--- config.mk ---
export PLATFORM = sky130hd
export DESIGN_NAME = wb_rr_arbiter
export DESIGN_NICKNAME = d
export VERILOG_FILES = /design/src/rtl/wb_rr_arbiter.sv
export SDC_FILE = /design/constraint.sdc
export NUM_CORES = 1
export LEC_CHECK = 0
export CAP_MARGIN = 20
export CORE_AREA = 2 2 147 149
export CTS_BUF_LIST = sky130_fd_sc_hd__clkbuf_8
export DETAILED_ROUTE_END_ITERATION = 16
export DIE_AREA = 0 0 149 151
export PLACE_DENSITY_LB_ADDON = 0.05
export SYNTH_ARGS = -nofsm -noshare
export SYNTH_HDL_FRONTEND = slang
export SYNTH_SLANG_ARGS = --single-unit
--- constraint.sdc ---
create_clock -name sys_clk -period 3.2 [get_ports sys_clk]
set_input_delay 0.32 -clock sys_clk [delete_from_list [all_inputs] [get_ports sys_clk]]
set_output_delay 0.32 -clock sys_clk [all_outputs]
set_load 0.005 [all_outputs]
--- src/rtl/wb_rr_arbiter.sv ---
// wb_rr_arbiter
//   Three-master to one-slave Wishbone arbiter. Ownership is granted round
//   robin and held for the whole CYC tenure, so bursts are never split. A
//   stall watchdog aborts slave accesses that go unanswered for TIMEOUT
//   cycles and reports ERR to the owning master.
//
// Parameters
//   TIMEOUT   stalled STB cycles before abort (0 disables), 0..65535
//
// Ports
//   sys_clk, sys_rst          clock, asynchronous active-high reset
//   m_cyc_i/stb_i/we_i [2:0]  per-master bus control
//   m_adr_i/m_dat_i [95:0]    master k in bits [32k+31:32k]
//   m_sel_i [11:0]            master k in bits [4k+3:4k]
//   m_cti_i [8:0]             master k in bits [3k+2:3k]
//   m_dat_o [31:0]            slave read data broadcast to all masters
//   m_ack_o/m_err_o [2:0]     per-master response, only the owner sees it
//   s_* outputs               multiplexed request towards the slave
//   s_dat_i/s_ack_i/s_err_i   slave response
//   grant_o [2:0]             registered one-hot owner, 0 when idle
//   timeout_o                 one-cycle pulse when an access is aborted
module wb_rr_arbiter #(
    parameter int TIMEOUT = 1023
) (
    input  logic        sys_clk,
    input  logic        sys_rst,
    input  logic [2:0]  m_cyc_i,
    input  logic [2:0]  m_stb_i,
    input  logic [2:0]  m_we_i,
    input  logic [95:0] m_adr_i,
    input  logic [95:0] m_dat_i,
    input  logic [11:0] m_sel_i,
    input  logic [8:0]  m_cti_i,
    output logic [31:0] m_dat_o,
    output logic [2:0]  m_ack_o,
    output logic [2:0]  m_err_o,
    output logic        s_cyc_o,
    output logic        s_stb_o,
    output logic        s_we_o,
    output logic [31:0] s_adr_o,
    output logic [31:0] s_dat_o,
    output logic [3:0]  s_sel_o,
    output logic [2:0]  s_cti_o,
    input  logic [31:0] s_dat_i,
    input  logic        s_ack_i,
    input  logic        s_err_i,
    output logic [2:0]  grant_o,
    output logic        timeout_o
);

    localparam logic [1:0] S_IDLE  = 2'd0;
    localparam logic [1:0] S_BUSY  = 2'd1;
    localparam logic [1:0] S_ABORT = 2'd2;

    localparam bit         WD_EN    = (TIMEOUT != 0);
    localparam logic [15:0] WD_LIMIT = 16'(TIMEOUT);

    logic [1:0]  state;
    logic [1:0]  owner;
    logic [1:0]  last;
    logic [15:0] stall_cnt;
    logic [1:0]  pick;
    logic        owner_cyc;
    logic        stall;
    logic [3:0]  cti_base;

    function automatic logic [1:0] rr_next(input logic [1:0] idx);
        return (idx == 2'd2) ? 2'd0 : idx + 2'd1;
    endfunction

    // Search starts just after the previous owner, so the master that
    // released last is considered last.
    function automatic logic [1:0] rr_pick(input logic [1:0] last_idx,
                                           input logic [2:0] req);
        logic [1:0] c1;
        logic [1:0] c2;
        c1 = rr_next(last_idx);
        c2 = rr_next(c1);
        if (req[c1])
            return c1;
        else if (req[c2])
            return c2;
        else
            return last_idx;
    endfunction

    function automatic logic [2:0] onehot(input logic [1:0] idx);
        return 3'b001 << idx;
    endfunction

    assign pick      = rr_pick(last, m_cyc_i);
    assign owner_cyc = m_cyc_i[owner];
    assign cti_base  = {1'b0, owner, 1'b0} + {2'b00, owner};
    assign m_dat_o   = s_dat_i;

    // s_stb_o is only non-zero in BUSY, so stall already implies BUSY.
    assign stall = s_stb_o & ~s_ack_i & ~s_err_i;

    // Output mux, combinational from the registered owner
    always_comb begin
        s_cyc_o = 1'b0;
        s_stb_o = 1'b0;
        s_we_o  = 1'b0;
        s_adr_o = '0;
        s_dat_o = '0;
        s_sel_o = '0;
        s_cti_o = '0;
        m_ack_o = '0;
        m_err_o = '0;
        if (state == S_BUSY) begin
            s_cyc_o = m_cyc_i[owner];
            s_stb_o = m_stb_i[owner];
            s_we_o  = m_we_i[owner];
            s_adr_o = m_adr_i[{owner, 5'd0} +: 32];
            s_dat_o = m_dat_i[{owner, 5'd0} +: 32];
            s_sel_o = m_sel_i[{owner, 2'd0} +: 4];
            s_cti_o = m_cti_i[cti_base +: 3];
            m_ack_o = onehot(owner) & {3{s_ack_i}};
            m_err_o = onehot(owner) & {3{s_err_i}};
        end else if (state == S_ABORT && timeout_o) begin
            // timeout_o is high only in the first ABORT cycle, which is
            // exactly when the owner must see its single ERR.
            m_err_o = onehot(owner);
        end
    end

    // Arbitration FSM and stall watchdog
    always_ff @(posedge sys_clk or posedge sys_rst) begin
        if (sys_rst) begin
            state     <= S_IDLE;
            owner     <= 2'd0;
            last      <= 2'd2;
            grant_o   <= 3'b000;
            stall_cnt <= '0;
            timeout_o <= 1'b0;
        end else begin
            timeout_o <= 1'b0;
            case (state)
                S_IDLE: begin
                    stall_cnt <= '0;
                    if (|m_cyc_i) begin
                        owner   <= pick;
                        grant_o <= onehot(pick);
                        state   <= S_BUSY;
                    end
                end
                S_BUSY: begin
                    if (!owner_cyc) begin
                        last      <= owner;
                        grant_o   <= 3'b000;
                        stall_cnt <= '0;
                        state     <= S_IDLE;
                    end else if (WD_EN && stall) begin
                        // A response in this cycle clears stall, so ACK/ERR
                        // coinciding with expiry always wins.
                        if (stall_cnt + 16'd1 == WD_LIMIT) begin
                            stall_cnt <= '0;
                            timeout_o <= 1'b1;
                            state     <= S_ABORT;
                        end else begin
                            stall_cnt <= stall_cnt + 16'd1;
                        end
                    end else begin
                        stall_cnt <= '0;
                    end
                end
                S_ABORT: begin
                    stall_cnt <= '0;
                    if (!owner_cyc) begin
                        last    <= owner;
                        grant_o <= 3'b000;
                        state   <= S_IDLE;
                    end
                end
                default: begin
                    state <= S_IDLE;
                end
            endcase
        end
    end

endmodule

==> reports/results.ini <==
[setup_path]
rrSetupSlack_ns = 0.42
crit_type = flip-flop to output pin
worstSetupEndpointType = output pin
rr_endpoint = stall_cnt[2]
cp_max_fo = 9
ff2ff_path_depth = 9
timing.rr.start = stall_cnt[0]
worstPathRequired_ns = 2.88
critPathArrivalTime_ns = 2.71
worstSetupStartpointType = flip-flop

[routing]
dr.pass1.iters = 4
post_drt_wl_per_cell_um = 19.7
dr_total_vias = 4962
postRouteWirelength_mm = 21.8
drc = 0
first_iter_violations = 191
postRouteAntennaNets = 0
viasPerCell = 4.48

[clock_network]
cts_tree = done
cts_max_path_buffers = 2
cts_resized = 0
cts.sinks = 26
clk_pin_slew_ns = 0.09
cts_buffers = 3
root_buffer = clkbuf_8
clock_latency_ns = 0.28
post-cts-setup-buffer-count = 0
h-tree-depth = 1
cts_hold_buffers = 0

[synthesis]
yosysWarnings = 0
synth_ff_type = dfrtp_1
synth_edf_count = 0
ys_seq_elements = 26
yosys.cell_types.count = 59
syn_inst = 582
ys_seq_area_frac = 0.153
syn-cell-area_mm2 = 0.00425
synth_nets = 852
async_flop_share = 1.00
avgSynthCellArea_um2 = 7.31

[power_and_ir_drop]
p_comb_frac = 0.834
vdd_drop_max_mv = 0.386
p_leak_nw = 2.80
power_density_mw_per_mm2 = 563
p_clk_frac = 0.066
p_seq_frac = 0.100
power.internal_w = 0.00244
swShare = 0.420
p_switching_w = 0.00177

[sta]
tightest_slew_ns = 0.813
period_share = 0.945
skew_ns = 0.00621
setup-violations-final = 0
finalSetupTns_ns = 0
slew-limit-headroom = 0.453
finalHoldWorstSlack_ns = 0.441
rsz0062_at_grt = no
fmax_ghz = 0.331
hold_viol = 0
period_needed_ns = 3.03
drv_slew = 0

[finish]
fin_nets = 1101
fillers = 2165
drive_above_1_share = 0.0422
areaGrowthSynthToFinish_pct = 75.6

[grt]
grt_max_degree = 78
gr-usage-all-layers = 0.179
grt_pass1_vias = 4886
gr-total-overflow = 0
antenna_found_initial = 1
grt_pass1_wl_mm = 30.9

[job]
cap_violations = 0

[floorplan]
die-area_mm2 = 0.0225
start_util = 0.204
core_area_mm2 = 0.0208
ios = 374
die_w_um = 149
rows = 53
die_y_um = 151

[place]
gp_congestion = 0.825
dpl.hpwl_mm = 17.6
port_buffers = 309

[worst_hold_path]
hp-class = input pin to asynchronous set/reset pin

[outcome]
status = completed

logic make-up (layout without fill, tap and decap cells):
family	Yosys count	in the layout	share of synthesized area
AND/OR/NAND/NOR	240	240	0.305
AO/OA/AOI/OAI	129	129	0.182
buffers and inverters	87	335	0.111
multiplexers	82	82	0.202
flip-flops	26	26	0.153
adder cells (fa/ha/maj)	12	12	0.0353
XOR/XNOR	6	6	0.0124
other	0	2	0
metrics by stage:
step                power [W]  utilization  cell area (µm²)  setup WS, ns  instances
floorplan             0.00214            -             4250         0.325        582
global placement      0.00397        0.355             7390         0.546       1101
detailed placement    0.00398        0.355             7390         0.473       1101
CTS                   0.00429        0.358             7460         0.170       1105
global route          0.00455        0.358             7460        0.0562       1105
finish                0.00420        0.359             7470         0.175       1107
power by group through the flow:
stage          sequential [W]  clock (W)  combinational [W]
2_1_floorplan        0.000420          0            0.00172
3_3_place_gp         0.000425          0            0.00354
3_5_place_dp         0.000425          0            0.00356
4_1_cts              0.000420   0.000291            0.00357
5_1_grt              0.000427   0.000305            0.00382
6_report             0.000420   0.000279            0.00350
flip-flops by register name, indices dropped and copies added (netlist names):
signal and count:
owner 2, state 2, grant_o 3, last 2, stall_cnt 16, timeout_o 1
cell usage in the layout, fill, tap and decap left out, types with 7 or more instances in the layout:
| master | count |
|---|---|
| clkdlybuf4s50_1 | 309 |
| nand2_1 | 95 |
| o21ai_0 | 87 |
| mux2i_1 | 79 |
| and2_1 | 72 |
| dfrtp_1 | 23 |
| inv_1 | 12 |
| nor2_1 | 12 |
| ha_1 | 11 |
| a21oi_1 | 9 |
| nor3_1 | 9 |
| nand3_1 | 8 |
| buf_4 | 7 |
worst max-delay path by stage:
stage | from | endpoint | slack (ns) | cells past startpoint
final | owner[1] | s_cti_o[0] | 0.17 | 6
after global routing | owner[0] | s_cti_o[1] | 0.06 | 6
after detailed placement | stall_cnt[1] | stall_cnt[2] | 0.47 | 9
after CTS | owner[1] | s_cti_o[0] | 0.17 | 6
after floorplan | owner[1] | s_cti_o[0] | 0.32 | 8
after global placement | owner[0] | s_cti_o[1] | 0.55 | 6
cells in the mapped netlist (5+ instances only):
master | instances | area [µm²]
nor3_1 | 9 | 45.0
dfrtp_1 | 25 | 626
inv_1 | 12 | 45.0
ha_1 | 12 | 150
nand2_1 | 95 | 357
and2_1 | 72 | 450
clkbuf_1 | 27 | 101
nand2b_1 | 6 | 37.5
a21oi_1 | 9 | 45.0
mux2i_1 | 79 | 791
nand3_1 | 8 | 40.0
buf_1 | 8 | 30.0
and3_1 | 6 | 37.5
nor2b_1 | 5 | 31.3
a21o_1 | 5 | 37.5
buf_4 | 35 | 263
nor2_1 | 12 | 45.0
o21ai_0 | 87 | 435
critical path: stages, from the launching register on:
cell and delay (ns):
dfrtp_4 0.44, inv_1 0.06, ha_1 0.53, mux2i_1 0.18, mux4_2 0.50, o32ai_1 0.14, clkdlybuf4s50_1 0.57
final cells by class:
type                    instances  area, µm²  area share
repair buffers                319       3210       0.429
multi-input cells             469       3140       0.421
flip-flops and latches         26        657      0.0880
well taps                     275        344      0.0461
inverters                      12       45.0     0.00603
clock buffers                   3       41.3     0.00553
clock inverters                 1       30.0     0.00402
diodes                          2       5.00    0.000670
layer usage:
layer  wire length, µm  vias up  track usage
li1                  -     2481            -
met5                 0        -            0
met3              1880       10       0.0536
met2             10400      186        0.305
met4               117        0       0.0238
met1              9390     2285        0.229
(Power assumes the default switching activity.)
